## src/rtl/clock_pkg.sv

```systemverilog
// clock_pkg: shared encodings for the digital clock blocks (mode sequencer,
// time counter, display mux).
//   MODE_*      2-bit mode codes as seen on the mode bus
//   clk_state_t sequencer state; values equal the mode codes so that the
//               state register drives the mode bus directly
package clock_pkg;

    localparam logic [1:0] MODE_RUN      = 2'b00;
    localparam logic [1:0] MODE_SET_MIN  = 2'b01;
    localparam logic [1:0] MODE_SET_HOUR = 2'b10;
    localparam logic [1:0] MODE_SET_SEC  = 2'b11;

    typedef enum logic [1:0] {
        ST_RUN      = MODE_RUN,
        ST_SET_MIN  = MODE_SET_MIN,
        ST_SET_HOUR = MODE_SET_HOUR,
        ST_SET_SEC  = MODE_SET_SEC
    } clk_state_t;

endpackage

```

## src/rtl/time_set_ctrl_if.sv

```systemverilog
// time_set_ctrl_if: front-panel / counter-side signal bundle of the mode
// sequencer.
//   tick_1hz, key_mode, key_sel, key_inc   panel side -> sequencer
//   mode, hold, inc_min, inc_hour, clr_sec, blink   sequencer -> counter/display
// master = panel/counter environment, slave = time_set_ctrl.
interface time_set_ctrl_if;
    logic       tick_1hz;
    logic       key_mode;
    logic       key_sel;
    logic       key_inc;
    logic [1:0] mode;
    logic       hold;
    logic       inc_min;
    logic       inc_hour;
    logic       clr_sec;
    logic       blink;

    modport master (
        output tick_1hz, key_mode, key_sel, key_inc,
        input  mode, hold, inc_min, inc_hour, clr_sec, blink
    );

    modport slave (
        input  tick_1hz, key_mode, key_sel, key_inc,
        output mode, hold, inc_min, inc_hour, clr_sec, blink
    );
endinterface

```

## src/rtl/key_debounce.sv

```systemverilog
// key_debounce: synchronizes one raw active-low key and emits a one-cycle
// press pulse when the debounced level falls.
//   clk    system clock
//   rst    async active-high reset (key treated as released)
//   key_n  raw key, active-low, asynchronous
//   press  one-cycle pulse on debounced 1->0
// Latency: raw falling edge -> press high after DEB_CYCLES+2 edges, so the
// consumer acts on it at edge DEB_CYCLES+3.
module key_debounce #(
    parameter int DEB_CYCLES = 20
) (
    input  logic clk,
    input  logic rst,
    input  logic key_n,
    output logic press
);
    localparam int CW = $clog2(DEB_CYCLES + 1);

    logic          s1, s2, deb;
    logic [CW-1:0] cnt;

    always_ff @(posedge clk or posedge rst) begin
        if (rst) begin
            s1    <= 1'b1;
            s2    <= 1'b1;
            deb   <= 1'b1;
            cnt   <= '0;
            press <= 1'b0;
        end else begin
            s1    <= key_n;
            s2    <= s1;
            press <= 1'b0;
            if (s2 == deb) begin
                cnt <= '0;
            end else if (cnt == CW'(DEB_CYCLES - 1)) begin
                // DEB_CYCLES consecutive differing samples: accept new level.
                deb   <= s2;
                cnt   <= '0;
                press <= ~s2;   // only a fall (new level 0) is an event
            end else begin
                cnt <= cnt + 1'b1;
            end
        end
    end
endmodule

```

## src/rtl/time_set_ctrl.sv

```systemverilog
// time_set_ctrl: RUN/SET mode sequencer for the clock timekeeping datapath.
//   clk, rst   system clock, async active-high reset
//   bus        time_set_ctrl_if.slave: raw keys + 1 Hz tick in; mode, hold,
//              inc_min/inc_hour/clr_sec strobes and field blink out
// One action per cycle, priority mode > sel > inc > timeout.
module time_set_ctrl
    import clock_pkg::*;
#(
    parameter int DEB_CYCLES = 20,
    parameter int TIMEOUT_S  = 30
) (
    input logic            clk,
    input logic            rst,
    time_set_ctrl_if.slave bus
);
    localparam int TW = $clog2(TIMEOUT_S + 1);

    logic p_mode, p_sel, p_inc;

    key_debounce #(.DEB_CYCLES(DEB_CYCLES)) u_deb_mode (.clk(clk), .rst(rst), .key_n(bus.key_mode), .press(p_mode));
    key_debounce #(.DEB_CYCLES(DEB_CYCLES)) u_deb_sel  (.clk(clk), .rst(rst), .key_n(bus.key_sel),  .press(p_sel));
    key_debounce #(.DEB_CYCLES(DEB_CYCLES)) u_deb_inc  (.clk(clk), .rst(rst), .key_n(bus.key_inc),  .press(p_inc));

    clk_state_t    state, state_nxt;
    logic [TW-1:0] tcnt, tcnt_nxt;
    logic          blink_q, blink_nxt;
    logic          inc_min_q, inc_hour_q, clr_sec_q;
    logic          inc_min_nxt, inc_hour_nxt, clr_sec_nxt;
    logic          in_set;

    assign in_set = (state != ST_RUN);

    always_ff @(posedge clk or posedge rst) begin
        if (rst) begin
            state      <= ST_RUN;
            tcnt       <= '0;
            blink_q    <= 1'b0;
            inc_min_q  <= 1'b0;
            inc_hour_q <= 1'b0;
            clr_sec_q  <= 1'b0;
        end else begin
            state      <= state_nxt;
            tcnt       <= tcnt_nxt;
            blink_q    <= blink_nxt;
            inc_min_q  <= inc_min_nxt;
            inc_hour_q <= inc_hour_nxt;
            clr_sec_q  <= clr_sec_nxt;
        end
    end

    always_comb begin
        state_nxt    = state;
        tcnt_nxt     = tcnt;
        blink_nxt    = blink_q;
        inc_min_nxt  = 1'b0;
        inc_hour_nxt = 1'b0;
        clr_sec_nxt  = 1'b0;

        if (p_mode) begin
            state_nxt = in_set ? ST_RUN : ST_SET_MIN;
        end else if (p_sel) begin
            case (state)
                ST_SET_MIN:  state_nxt = ST_SET_HOUR;
                ST_SET_HOUR: state_nxt = ST_SET_SEC;
                ST_SET_SEC:  state_nxt = ST_SET_MIN;
                default:     state_nxt = state;
            endcase
        end else if (p_inc) begin
            case (state)
                ST_SET_MIN:  inc_min_nxt  = 1'b1;
                ST_SET_HOUR: inc_hour_nxt = 1'b1;
                ST_SET_SEC:  clr_sec_nxt  = 1'b1;
                default:     ;
            endcase
        end else if (in_set && bus.tick_1hz && tcnt == TW'(TIMEOUT_S - 1)) begin
            // The tick that would bring the count to TIMEOUT_S exits
            // directly, so mode is RUN on the cycle right after that tick.
            state_nxt = ST_RUN;
        end

        // Any press (even an ignored one) restarts the inactivity window.
        if (p_mode || p_sel || p_inc || state_nxt != state || !in_set)
            tcnt_nxt = '0;
        else if (bus.tick_1hz)
            tcnt_nxt = tcnt + 1'b1;

        if (state_nxt != state || !in_set)
            blink_nxt = 1'b0;
        else if (bus.tick_1hz)
            blink_nxt = ~blink_q;
    end

    assign bus.mode     = state;
    assign bus.hold     = in_set;
    assign bus.blink    = blink_q;
    assign bus.inc_min  = inc_min_q;
    assign bus.inc_hour = inc_hour_q;
    assign bus.clr_sec  = clr_sec_q;
endmodule

```

## src/flat_wrapper.sv

```systemverilog
// flat-port wrapper written by rule: the top's interface ports become plain ports
module time_set_ctrl_flat import clock_pkg::*;
#(
    parameter int DEB_CYCLES = 20,
    parameter int TIMEOUT_S  = 30
)
  (clk, rst, bus_tick_1hz, bus_key_mode, bus_key_sel, bus_key_inc, bus_mode, bus_hold, bus_inc_min, bus_inc_hour, bus_clr_sec, bus_blink);
  time_set_ctrl_if bus_i ();
  input logic clk;
  input logic rst;
  input wire logic [$bits(bus_i.tick_1hz)-1:0] bus_tick_1hz;
  input wire logic [$bits(bus_i.key_mode)-1:0] bus_key_mode;
  input wire logic [$bits(bus_i.key_sel)-1:0] bus_key_sel;
  input wire logic [$bits(bus_i.key_inc)-1:0] bus_key_inc;
  output wire logic [$bits(bus_i.mode)-1:0] bus_mode;
  output wire logic [$bits(bus_i.hold)-1:0] bus_hold;
  output wire logic [$bits(bus_i.inc_min)-1:0] bus_inc_min;
  output wire logic [$bits(bus_i.inc_hour)-1:0] bus_inc_hour;
  output wire logic [$bits(bus_i.clr_sec)-1:0] bus_clr_sec;
  output wire logic [$bits(bus_i.blink)-1:0] bus_blink;
  assign bus_i.tick_1hz = bus_tick_1hz;
  assign bus_i.key_mode = bus_key_mode;
  assign bus_i.key_sel = bus_key_sel;
  assign bus_i.key_inc = bus_key_inc;
  assign bus_mode = bus_i.mode;
  assign bus_hold = bus_i.hold;
  assign bus_inc_min = bus_i.inc_min;
  assign bus_inc_hour = bus_i.inc_hour;
  assign bus_clr_sec = bus_i.clr_sec;
  assign bus_blink = bus_i.blink;
  time_set_ctrl #(.DEB_CYCLES(DEB_CYCLES), .TIMEOUT_S(TIMEOUT_S)) u_core (.clk(clk), .rst(rst), .bus(bus_i));
endmodule
```

## config.mk

```make
export PLATFORM = sky130hd
export DESIGN_NAME = time_set_ctrl_flat
export DESIGN_NICKNAME = d
export VERILOG_FILES = /design/src/rtl/clock_pkg.sv /design/src/rtl/time_set_ctrl_if.sv /design/src/rtl/key_debounce.sv /design/src/rtl/time_set_ctrl.sv /design/src/flat_wrapper.sv
export SDC_FILE = /design/constraint.sdc
export NUM_CORES = 1
export LEC_CHECK = 0
export CORE_UTILIZATION = 40
export CTS_CLUSTER_SIZE = 10
export DETAILED_ROUTE_END_ITERATION = 10
export GPL_TIMING_DRIVEN = 0
export PLACE_DENSITY = 0.69
export SLEW_MARGIN = 10
export SYNTH_ARGS = -nofsm -noshare
export SYNTH_HDL_FRONTEND = slang
export SYNTH_SLANG_ARGS = --single-unit
```

## constraint.sdc

```tcl
create_clock -name clk -period 2 [get_ports clk]
set_input_delay 0.2 -clock clk [delete_from_list [all_inputs] [get_ports clk]]
set_output_delay 0.2 -clock clk [all_outputs]
set_load 0.02 [all_outputs]
```

==> impl_results.md <==
* Dpl hpwl at 1960 um
* I/O Buffers at 11
* Antenna viol nets, final at 0
* Area of the multi-input gates at 739 um2
* Layout net count at 185
* CORE AREA at 0.00406 mm2
* Post-Syn Area at 0.00172 mm2
* Worst hold path type: primary input to register
* Gr ovfl total at 0
* Period utilisation layout at 95.4%
* CP Data Required Time at roughly 2200 ps
* CTS Buffer Depth at 2
* Setup violators final at 0
* Synth Instances at 150
* RSZ-0062 raised after global routing: false
* Crit path DAT at 2060 ps
* Synth area leader: dfrtp_1
* Diodes inserted at 0
* Post-synthesis cell type count at 29
* VDD IR max at approximately 0.42 mV
* Register Area at 965 um2
* Synth area leaders: dfrtp_1, dfstp_2, ha_1, xnor2_1, xor2_1
* Die Wd at 67.6 um
* Main synth FF type: dfrtp_1
* #FFs+latches synth at 38
* Die Y-Extent at between 60 and 70 um
* Hold Startpoint: bus_tick_1hz
* Number of flops mapped to enable cells by yosys at 0
* Avg Inst Size Synth at 11.5 um2
* Maximum clock rate at 524 MHz
* Post-layout min period at 1910 ps
* Final Hold Vio Count at 0
* Final Slew Violations at 0
* GR Layer Usage met1 at 16.1%
* Worst setup margin at 92.5 ps
* Wirelength per Cell at 12.4 um
* DRC at 0
* Detailed Route WL at 2750 um
* Synth Net Count at between 150 and 200
* Met3 GRT Util at 3.72%
* Largest net degree at the start of global routing at 39
* Worst-path fanout max at 8
* Later-pin clock latency in the skew report at 280 ps
* # rows at 23
* Tot Pwr at 2170 uW
* FFs w/ async S/R, synth at 100%
* Status: finished clean
* Startpoint types: register
* Met2 Resource Use GR at 25.4%
* GRT Max-Usage Layer: met2
* Pwr/cell area at 1050 mW/mm2
* Num CTS Buffers at 5
* Most common cell after layout, fill and taps aside: dfrtp_1
* Worst Setup End Kind: register
* Die area at 0.00457 mm2
* Starting Density at between 40 and 50%
* Measured slew at the worst slew-check pin at 737 ps
* Critical path origin: u_core.bus.mode[0]
* DR iter-0 viols at 45
* # clock sinks at 38
* Placed Cells at ~210
* H-tree Lvls at 2
* Layout cells sized above 1 at 19.9%
* Gr usage total at 14.8%
* Layout Utilization at 51.2%
* Initial antenna violation count at 0
* Avg Vias per Cell at around 5.1
* Top Ports at 13
* Vias post-DR at 1125
* Maxcap violations at 0
* Area grow syn2layout at 20.7%
* Placement Setup Slack at -133 ps
* Fillers at 328
* Leak pwr at 0.000930 uW
* Vias in the first global route at 1174
* # hold bufs at CTS at 0
* CTS tree: built
* Finished Layout Cells at 221
* Synth top area share at a little over two fifths
* DRT Pass-1 Iters at 4
* First-pass GRT wire length at approximately 4900 um
* Reg-to-Reg Start: u_core.bus.mode[0]
* CTS root buffer: clkbuf_8
* Routability cong. at around 0.84
* Setup Skew at 4.07 ps
* Slew HR at approximately half
* Commonest non-fill, non-tap cells in the layout: dfrtp_1, nor2_1, nand2_1
* Sequential share of the synthesized area at 55.9%
* YS warnings at 0
* Clk slew on worst S/H paths at 70 ps
* Setup_tns at 0 ps
* Worst Setup Path Type: register to register
## routing by layer
metal | vias up | routed length (um)
met2 | 19 | 1430
li1 | 543 | -
met3 | 7 | 85
met1 | 556 | 1180
met4 | 0 | 57
met5 | - | 0
## cells in the mapped netlist, drive strengths merged, types with 4 or more instances
master,instances
nor2,16
nand3,9
nor3,7
dfstp,9
nand2,14
inv,5
and2,4
xor2,8
and3,4
xnor2,9
ha,9
dfrtp,29
## cell type report
class	instances	area share, %
timing repair buffer	14	6.33
buffer	2	0.784
tap	50	3.01
sequential	38	46.5
clock buffer	6	3.98
clock inverter	2	2.89
multi-input combinational	104	35.6
inverter	5	0.904
## worst max-delay path, cell delays in order, from the launching register on
cell and delay [ps]:
dfrtp_2 400, inv_1 110, ha_2 270, or4b_4 610, o221ai_4 290, nor4_1 100
## path summary, 6_finish.rpt
kind                                           end  slack [ps]  cells past startpoint
setup / recovery                  u_core.bus.blink          90                      5
hold / removal                    u_core.bus.blink         220                      3
setup reg to reg                  u_core.bus.blink          90                      5
hold reg to reg               u_core.u_deb_mode.s2         360                      0
max in group asynchronous       u_core.bus.mode[0]        1130                      2
min in group asynchronous  u_core.u_deb_inc.cnt[3]         360                      2
## repair_timing
action                     CTS  global route
buffers inserted             0             3
resized for setup            2             2
setup endpoints to repair    8             7
## flip-flops by register name, indices dropped and copies added (netlist names), 2 cells and up
register and flops:
u_core.u_deb_mode.cnt 5, u_core.tcnt 5, u_core.bus.mode 2, u_core.u_deb_sel.cnt 5
u_core.u_deb_inc.cnt 5
## per-stage QoR
| step | instance area [um2] | hold WS (ps) |
|---|---|---|
| floorplan | 1720 | 204 |
| global placement | 1900 | 345 |
| detailed placement | 1900 | 347 |
| CTS | 2040 | 210 |
| global route | 2080 | 219 |
| finish | 2080 | 217 |
## where the power goes
part	total, uW	internal (uW)	switching [uW]
Combinational	428	203	225
Clock	785	532	254
Sequential	959	865	94.5
Total	2170	1600	573
## cells by family (layout without fill, tap and decap cells)
| family | after synthesis | count (layout) | share of synthesized area, % |
|---|---|---|---|
| AOI/OAI and AO/OA | 8 | 8 | 5.09 |
| xor gates and xnor gates | 17 | 17 | 8.65 |
| adders and majority gates | 9 | 9 | 6.55 |
| buffers and inverters | 8 | 29 | 2.25 |
| DFF | 38 | 38 | 55.9 |
| muxes | 3 | 3 | 1.96 |
| and+or+nand+nor | 67 | 67 | 19.6 |
Power figures use the tool's default switching activity.
